--- src/rtl/alu_wide_seq_pkg.sv ---
// rtl/alu_wide_seq_pkg.sv - shared op and state encodings for the wide add/sub sequencer
// Contents: OP_ADD/OP_SUB op encodings, state_e FSM state type.
package alu_wide_seq_pkg;

   localparam logic OP_ADD = 1'b0;
   localparam logic OP_SUB = 1'b1;

   typedef enum logic [1:0] {
      ST_IDLE = 2'd0,
      ST_RUN  = 2'd1,
      ST_DONE = 2'd2
   } state_e;

endpackage

--- src/rtl/alu_wide_seq_if.sv ---
// rtl/alu_wide_seq_if.sv - issue-side request/response bundle of the wide add/sub sequencer
// master: issuer drives start/op/opa/opb, receives busy/done/result and wide flags.
// slave : sequencer receives the request and drives the response.
interface alu_wide_seq_if #(
   parameter int BUS   = 8,
   parameter int WORDS = 4
);
   localparam int W = BUS * WORDS;

   logic         start;
   logic         op;
   logic [W-1:0] opa;
   logic [W-1:0] opb;
   logic         busy;
   logic         done;
   logic [W-1:0] result;
   logic         zero;
   logic         cout;
   logic         overflow;
   logic         negative;

   modport master (
      output start, op, opa, opb,
      input  busy, done, result, zero, cout, overflow, negative
   );

   modport slave (
      input  start, op, opa, opb,
      output busy, done, result, zero, cout, overflow, negative
   );

endinterface

--- src/rtl/alu_wide_seq_wide_word_shreg.sv ---
// rtl/alu_wide_seq_wide_word_shreg.sv - W-bit register with parallel load and right shift by one slice
// Ports: clk, rst_n (async active-low), load_i/load_data_i parallel load (wins over shift),
//        shift_i/shift_in_i shift right by BUS with shift_in_i entering the top word, q_o register value.
module wide_word_shreg #(
   parameter int BUS   = 8,
   parameter int WORDS = 4
) (
   input  logic                   clk,
   input  logic                   rst_n,
   input  logic                   load_i,
   input  logic [BUS*WORDS-1:0]   load_data_i,
   input  logic                   shift_i,
   input  logic [BUS-1:0]         shift_in_i,
   output logic [BUS*WORDS-1:0]   q_o
);
   localparam int W = BUS * WORDS;

   logic [W-1:0] q_q;
   logic [W-1:0] q_d;

   always_comb begin
      q_d = q_q;
      if (load_i) begin
         q_d = load_data_i;
      end else if (shift_i) begin
         // Concatenate then shift so WORDS=1 needs no empty part-select.
         q_d = W'({shift_in_i, q_q} >> BUS);
      end
   end

   always_ff @(posedge clk or negedge rst_n) begin
      if (!rst_n) begin
         q_q <= '0;
      end else begin
         q_q <= q_d;
      end
   end

   assign q_o = q_q;

endmodule

--- src/rtl/alu_wide_seq.sv ---
// rtl/alu_wide_seq.sv - wide add/sub sequencer running one BUS-bit ALU slice WORDS times, LSW first
// Ports: clk, rst_n (async active-low); bus (slave modport of alu_wide_seq_if) request/response;
//        alu_a/alu_b/alu_cin/alu_c2 slice operands to the external combinational ALU;
//        alu_sout/alu_cout/alu_overflow slice results returned from that ALU.
module alu_wide_seq
   import alu_wide_seq_pkg::*;
#(
   parameter int BUS   = 8,
   parameter int WORDS = 4
) (
   input  logic             clk,
   input  logic             rst_n,
   alu_wide_seq_if.slave    bus,
   output logic [BUS-1:0]   alu_a,
   output logic [BUS-1:0]   alu_b,
   output logic             alu_cin,
   output logic             alu_c2,
   input  logic [BUS-1:0]   alu_sout,
   input  logic             alu_cout,
   input  logic             alu_overflow
);
   localparam int W  = BUS * WORDS;
   localparam int CW = $clog2(WORDS) + 1;

   state_e          state_q;
   logic [CW-1:0]   cnt_q;
   logic            carry_q;
   logic            zacc_q;
   logic            busy_q;
   logic            done_q;
   logic [W-1:0]    result_q;
   logic            zero_q;
   logic            cout_q;
   logic            overflow_q;
   logic            negative_q;

   logic            accept;
   logic            running;
   logic            last_pass;
   logic            slice_zero;
   logic [W-1:0]    b_load;
   logic [W-1:0]    a_q;
   logic [W-1:0]    b_q;
   logic [W-1:0]    r_q;
   logic [W-1:0]    assembled;

   assign accept     = (state_q == ST_IDLE) && bus.start;
   assign running    = (state_q == ST_RUN);
   assign last_pass  = running && (cnt_q == CW'(WORDS - 1));
   assign slice_zero = (alu_sout == '0);

   // SUB is A + ~B + 1: invert B at load, the +1 comes from the initial carry.
   assign b_load = (bus.op == OP_SUB) ? ~bus.opb : bus.opb;

   wide_word_shreg #(.BUS(BUS), .WORDS(WORDS)) u_a_shreg (
      .clk         (clk),
      .rst_n       (rst_n),
      .load_i      (accept),
      .load_data_i (bus.opa),
      .shift_i     (running),
      .shift_in_i  ('0),
      .q_o         (a_q)
   );

   wide_word_shreg #(.BUS(BUS), .WORDS(WORDS)) u_b_shreg (
      .clk         (clk),
      .rst_n       (rst_n),
      .load_i      (accept),
      .load_data_i (b_load),
      .shift_i     (running),
      .shift_in_i  ('0),
      .q_o         (b_q)
   );

   // Slice sums enter at the top; after WORDS shifts the LSW has reached bit 0.
   wide_word_shreg #(.BUS(BUS), .WORDS(WORDS)) u_r_shreg (
      .clk         (clk),
      .rst_n       (rst_n),
      .load_i      (accept),
      .load_data_i ('0),
      .shift_i     (running),
      .shift_in_i  (alu_sout),
      .q_o         (r_q)
   );

   // Value the result register will hold after the final shift, taken one edge early.
   assign assembled = W'({alu_sout, r_q} >> BUS);

   assign alu_a   = running ? BUS'(a_q) : '0;
   assign alu_b   = running ? BUS'(b_q) : '0;
   assign alu_cin = running & carry_q;
   assign alu_c2  = running;

   always_ff @(posedge clk or negedge rst_n) begin
      if (!rst_n) begin
         state_q    <= ST_IDLE;
         cnt_q      <= '0;
         carry_q    <= 1'b0;
         zacc_q     <= 1'b0;
         busy_q     <= 1'b0;
         done_q     <= 1'b0;
         result_q   <= '0;
         zero_q     <= 1'b1;
         cout_q     <= 1'b0;
         overflow_q <= 1'b0;
         negative_q <= 1'b0;
      end else begin
         case (state_q)
            ST_IDLE: begin
               if (bus.start) begin
                  state_q <= ST_RUN;
                  busy_q  <= 1'b1;
                  carry_q <= bus.op;
                  cnt_q   <= '0;
                  zacc_q  <= 1'b1;
               end
            end
            ST_RUN: begin
               carry_q <= alu_cout;
               zacc_q  <= zacc_q & slice_zero;
               cnt_q   <= cnt_q + CW'(1);
               if (last_pass) begin
                  state_q    <= ST_DONE;
                  done_q     <= 1'b1;
                  result_q   <= assembled;
                  cout_q     <= alu_cout;
                  overflow_q <= alu_overflow;
                  negative_q <= alu_sout[BUS-1];
                  zero_q     <= zacc_q & slice_zero;
               end
            end
            ST_DONE: begin
               state_q <= ST_IDLE;
               busy_q  <= 1'b0;
               done_q  <= 1'b0;
            end
            default: begin
               state_q <= ST_IDLE;
               busy_q  <= 1'b0;
               done_q  <= 1'b0;
            end
         endcase
      end
   end

   assign bus.busy     = busy_q;
   assign bus.done     = done_q;
   assign bus.result   = result_q;
   assign bus.zero     = zero_q;
   assign bus.cout     = cout_q;
   assign bus.overflow = overflow_q;
   assign bus.negative = negative_q;

endmodule

--- src/flat_wrapper.sv ---
// flat-port wrapper written by rule: the top's interface ports become plain ports
module alu_wide_seq_flat import alu_wide_seq_pkg::*;
#(
   parameter int BUS   = 8,
   parameter int WORDS = 4
)
  (clk, rst_n, alu_a, alu_b, alu_cin, alu_c2, alu_sout, alu_cout, alu_overflow, bus_start, bus_op, bus_opa, bus_opb, bus_busy, bus_done, bus_result, bus_zero, bus_cout, bus_overflow, bus_negative);
  alu_wide_seq_if #(.BUS(BUS), .WORDS(WORDS)) bus_i ();
  input  logic clk;
  input  logic rst_n;
  output logic [BUS-1:0] alu_a;
  output logic [BUS-1:0] alu_b;
  output logic alu_cin;
  output logic alu_c2;
  input  logic [BUS-1:0] alu_sout;
  input  logic alu_cout;
  input  logic alu_overflow;
  input wire logic [$bits(bus_i.start)-1:0] bus_start;
  input wire logic [$bits(bus_i.op)-1:0] bus_op;
  input wire logic [$bits(bus_i.opa)-1:0] bus_opa;
  input wire logic [$bits(bus_i.opb)-1:0] bus_opb;
  output wire logic [$bits(bus_i.busy)-1:0] bus_busy;
  output wire logic [$bits(bus_i.done)-1:0] bus_done;
  output wire logic [$bits(bus_i.result)-1:0] bus_result;
  output wire logic [$bits(bus_i.zero)-1:0] bus_zero;
  output wire logic [$bits(bus_i.cout)-1:0] bus_cout;
  output wire logic [$bits(bus_i.overflow)-1:0] bus_overflow;
  output wire logic [$bits(bus_i.negative)-1:0] bus_negative;
  assign bus_i.start = bus_start;
  assign bus_i.op = bus_op;
  assign bus_i.opa = bus_opa;
  assign bus_i.opb = bus_opb;
  assign bus_busy = bus_i.busy;
  assign bus_done = bus_i.done;
  assign bus_result = bus_i.result;
  assign bus_zero = bus_i.zero;
  assign bus_cout = bus_i.cout;
  assign bus_overflow = bus_i.overflow;
  assign bus_negative = bus_i.negative;
  alu_wide_seq #(.BUS(BUS), .WORDS(WORDS)) u_core (.clk(clk), .rst_n(rst_n), .bus(bus_i), .alu_a(alu_a), .alu_b(alu_b), .alu_cin(alu_cin), .alu_c2(alu_c2), .alu_sout(alu_sout), .alu_cout(alu_cout), .alu_overflow(alu_overflow));
endmodule
--- config.mk ---
export PLATFORM = sky130hd
export DESIGN_NAME = alu_wide_seq_flat
export DESIGN_NICKNAME = d
export VERILOG_FILES = /design/src/rtl/alu_wide_seq_pkg.sv /design/src/rtl/alu_wide_seq_if.sv /design/src/rtl/alu_wide_seq_wide_word_shreg.sv /design/src/rtl/alu_wide_seq.sv /design/src/flat_wrapper.sv
export SDC_FILE = /design/constraint.sdc
export NUM_CORES = 1
export LEC_CHECK = 0
export ABC_AREA = 1
export BUFFER_PORTS_ARGS = -buffer_cell sky130_fd_sc_hd__buf_2
export CAP_MARGIN = 20
export CORE_MARGIN = 3
export CORE_UTILIZATION = 30
export DETAILED_ROUTE_END_ITERATION = 12
export GPL_TIMING_DRIVEN = 1
export PLACE_DENSITY = 0.54
export SLEW_MARGIN = 15
export SYNTH_ARGS = -nofsm -noshare
export SYNTH_HDL_FRONTEND = slang
export SYNTH_HIERARCHICAL = 1
export SYNTH_SLANG_ARGS = --single-unit
--- constraint.sdc ---
create_clock -name clk -period 1.5 [get_ports clk]
set_input_delay 0.15 -clock clk [delete_from_list [all_inputs] [get_ports clk]]
set_output_delay 0.15 -clock clk [all_outputs]
set_load 0.005 [all_outputs]
# After elaboration in Yosys (flattened, before gate mapping)
# Cells that the tools add are included.
[totals] regBits=141 latchBits=0 ramBits=0 mem_bits_ro=0 inputBits=78 out_inout_bits=56 elab_cells=56 n_memories=0
[op_classes] n_addsub=1 n_mul=0 n_div=0 order_cmp=0 eq_ne=4 shifts=0 mux=21 n_bitwise=5 reduce_logical=11
[ops] operator="two-way mux 32 bit" count=7
[ops] operator="inverter 32 bit" count=1
[ops] operator="two-way mux 8 bit" count=2
[ops] operator="AND reduction 2 bit" count=5
[ops] operator="zero test 8 bit" count=1
[ops] operator="case mux 1 bit (2 select lines)" count=4
[ops] operator="case mux 3 bit (2 select lines)" count=1
[ops] operator="two-way mux 2 bit" count=2
[ops] operator="inequality test 2 bit (second input constant)" count=2
[ops] operator="case mux 2 bit (2 select lines)" count=1
[ops] operator="nonzero test 2 bit" count=2
[ops] operator="adder 3 x 1 -> 3 bit (second input constant)" count=1
[ops] operator="== test 3 x 2 -> 1 bit (second input constant)" count=1
[ops] operator="two-way mux 1 bit" count=3
[ops] operator="two-way mux 3 bit" count=1
[ops] operator="AND 1 bit" count=2
[ops] operator="== test 2 x 1 -> 1 bit (second input constant)" count=1
[ops] operator="logical AND 1 bit" count=2
[ops] operator="zero test 2 bit" count=1
[ops] operator="inverter 1 bit" count=2

# Depth between registers and ports, before layout
[logic_depth] word_depth=4 mapped_depth=8 depth_no_buf=7

# By module
# The synthesis kept the hierarchy.
[by_module_without_submodules] module="wide_word_shreg" n_inst=3 cells_per_inst=176 area_per_inst_um2=1506.4 seq_area_each_um2=800.8
[by_module_without_submodules] module="alu_wide_seq" n_inst=1 cells_per_inst=265 area_per_inst_um2=2184.6 seq_area_each_um2=1102.3

# Least setup slack after synthesis
# No wires, ideal clock.
[synth_path] path_type="register -> register" start="register u_core.state_q[1]" end="register u_core.u_a_shreg.q_q[10], in the netlist u_core/u_a_shreg/q_o[10]" setup_ps=124 arrival_time_ps=1253 t_required_ps=1376 slack_ps=123 path_stages_with_launch=9 path_buffers=2 synth_period_minus_slack_ps=1377 cell_sequence="dfrtp_1 -> inv_2 -> nand2_1 -> nor2_1 -> buf_6 -> inv_4 -> buf_6 -> nand3_1 -> nand3_1"
[synth_between] elab_chain_cells=3 word_cells_on_any_way=5 classes_between="1 x eq/ne; 1 x mux; 3 x reduce/logical"
[synth_lines] element="from (decl)" line_no="alu_wide_seq.sv:25" text="state_e state_q;"
[synth_lines] element="from (signal assigned)" line_no="alu_wide_seq.sv:96" text="state_q <= ST_IDLE;"
[synth_lines] element="from (signal assigned)" line_no="alu_wide_seq.sv:111" text="state_q <= ST_RUN;"
[synth_lines] element="from (signal assigned)" line_no="alu_wide_seq.sv:123" text="state_q <= ST_DONE;"
[synth_lines] element="zero test 2 bit *" line_no="alu_wide_seq.sv:47" text="assign accept = (state_q == ST_IDLE) && bus.start;"
[synth_lines] element="logical AND 1 bit *" line_no="alu_wide_seq.sv:47"
[synth_lines] element="via u_core.accept" line_no="alu_wide_seq.sv:37" text="logic accept;"
[synth_lines] element="two-way mux 32 bit or nonzero test 2 bit (tied branches)"
[synth_lines] element="to (signal assigned)" line_no="alu_wide_seq_wide_word_shreg.sv:35" text="q_q <= q_d;"
[synth_lines] element="to (decl)" line_no="alu_wide_seq_wide_word_shreg.sv:18" text="logic [W-1:0] q_q;"
# Mark *: on every way through the listed nets, which the timed path passes. The rest lies on a longest branch.
# A chain may end at the register's enable or synchronous reset.

# Final worst setup path
[layout_path] start="register u_core.state_q[1]" end="register u_core.u_a_shreg.q_q[15], in the netlist u_core/u_a_shreg/q_o[15]"
# Same word-level chain as after synthesis.

==> impl_metrics.json <==
{
  "io_pins": 134,
  "initial_core_util_pct": 31.0,
  "antenna_found_initial": 0,
  "die_w_microns": 152,
  "reg2reg_slack_ns": -0.06,
  "setup.worst_path.end_class": "flip-flop",
  "grt_pass1_wl_microns": 28000,
  "clock_path_buffers": 2,
  "hold-path-endpoint": "u_core/bus.result[24]",
  "crit_fanout": 16,
  "area_delta_synth_final_pct": 42.2,
  "viasPerCell": 4.49,
  "ant_nets": 0,
  "wirelength_microns": 18300,
  "path_class": "reg -> reg",
  "fillCellCount": 2061,
  "vias": 5686,
  "final_nets": 1065,
  "place_congestion": 0.759,
  "fmax_mhz": 640,
  "cts_max_level": 4,
  "maxCapViolations": 0,
  "pre_cts_ws_ns": -0.0726,
  "grt_max_degree": 41,
  "final_cell_mix": "nand2_1 (271), nand3_1 (168), dfrtp_1 (131)",
  "drtIter0Drc": 325,
  "drc": 0,
  "powerDensity_nw_per_um2": 2100,
  "core-area_sq_um": 20600,
  "critPathRequiredTime_ns": 1.79,
  "hold_start": "alu_sout[0]",
  "fin_ws_ns": -0.0633,
  "vdd_drop_max_v": 0.000944,
  "whs_ns": 0.0286,
  "hold_viol_final": 0,
  "rows": 52,
  "power.total_w": 0.0190,
  "overflow": 0,
  "layout-drive-gt1-share_pct": 27.3,
  "dieArea_sq_um": 23000,
  "dp_cells": 1161,
  "slew_viol_final": 0,
  "violations": "negative setup slack",
  "antenna_cells": 0,
  "worstReg2RegStart": "u_core/state_q[1]",
  "reg2reg_depth": 10,
  "final.period_utilization_pct": 104,
  "yosys_warnings": 6,
  "grt_pass1_vias": 5498,
  "dieHeight_microns": 152,
  "avgSynthCellArea_sq_um": 8.45,
  "dp_hpwl_microns": 10800,
  "syn_area_sq_um": 6360,
  "gr-usage-all-layers_pct": 15.4,
  "start_kind": "flip-flop",
  "syn-instance-count": 753,
  "hold_path_class": "in -> reg",
  "dr.pass1.iters": 4,
  "port_buffers": 133,
  "fin_cells": 1267,
  "rsz0062_at_grt": "true",
  "status": "finished with violations",
  "cts_root_buffer": "clkbuf_16",
  "min_path_cells": 3,
  "cts_buffers": 17,
  "mostFrequentLayoutCell": "nand2_1",
  "detail_route.wl_per_cell_microns": 14.4,
  "skew_ns": 0.00595,
  "path_clk_slew_ns": 0.06,
  "reg2reg_to": "u_core/u_a_shreg/q_o[15]",
  "critPathArrivalTime_ns": 1.85,
  "setup_viol": 37,
  "insertion_delay_ns": 0.42,
  "post-route-min-period_ns": 1.56,
  "cellLeakagePower_nw": 4.63,
  "clock_sinks": 132,
  "crit_start": "u_core/state_q[1]",
  "cts_tree": "built"
}
how the worst max path moves through the flow:
stage / end / slack [ns] / cells past startpoint
2_1_floorplan: u_core/u_r_shreg/q_o[11] / 0.12 / 8
3_5_place_dp: u_core/bus.result[0] / -0.07 / 6
4_1_cts: alu_c2 / -0.04 / 5
3_3_place_gp: u_core/bus.result[9] / 0.02 / 6
5_1_grt: u_core/u_a_shreg/q_o[15] / -0.12 / 10
6_report: u_core/u_a_shreg/q_o[15] / -0.06 / 10
state kept, by name, indices dropped and copies added, names as in the netlist, 2 cells and up:
| register | flops |
|---|---|
| u_core/state_q | 2 |
| u_core/u_b_shreg/q_o | 32 |
| u_core/u_a_shreg/q_o | 32 |
| u_core/bus.result | 32 |
| u_core/cnt_q | 3 |
| u_core/u_r_shreg/q_o | 24 |
critical path, stage by stage, from the launching register on:
cell and delay [ns]:
dfrtp_1 0.38, inv_2 0.09, buf_6 0.11, nand2_4 0.05, nor2_4 0.17, buf_12 0.15, buf_16 0.16, nor2_4 0.06
buf_12 0.15, nand2_1 0.05, nand3_1 0.07
report_power, final:
part	internal (W)	switching [W]	leakage [nW]
clock	0.00251	0.00155	0.274
combinational	0.00392	0.00479	2.72
sequential	0.00530	0.000978	1.63
total	0.0117	0.00731	4.63
cell type report:
type,count,area [sq um],share of cell area (%)
inverters,27,126,1.40
repair buffers,226,1870,20.6
multi-input cells,581,2850,31.4
flip-flops and latches,132,3300,36.5
well taps,270,338,3.73
clock inverters,10,108,1.19
clock buffers,21,460,5.09
through the flow:
stage	util (%)	setup TNS (ns)	area [sq um]
final	44.0	-1.44	9050
after global routing	44.0	-6.51	9050
after CTS	41.4	-0.145	8510
after detailed placement	35.8	-1.05	7360
after global placement	35.8	0	7360
after floorplan	-	0	6510
routing by layer:
layer	vias up	share of wire, %	wire length (microns)	GRT usage, %
met5	-	0	0	0
met1	2700	44	8050	19.9
li1	2838	-	-	-
met4	0	0.88	161	3.50
met2	139	50	9220	26.1
met3	9	4.8	874	3.96
timing repair:
item / in CTS / in global routing
cloned: 3 / 12
hold buffers: 40 / 1
setup endpoints to repair: 51 / 127
gates resized for setup: 15 / 58
buffers inserted: 5 / 16
hold endpoints to repair: 74 / 1
pin swaps: 2 / 17
No activity file was read; power rests on OpenSTA's default activity.
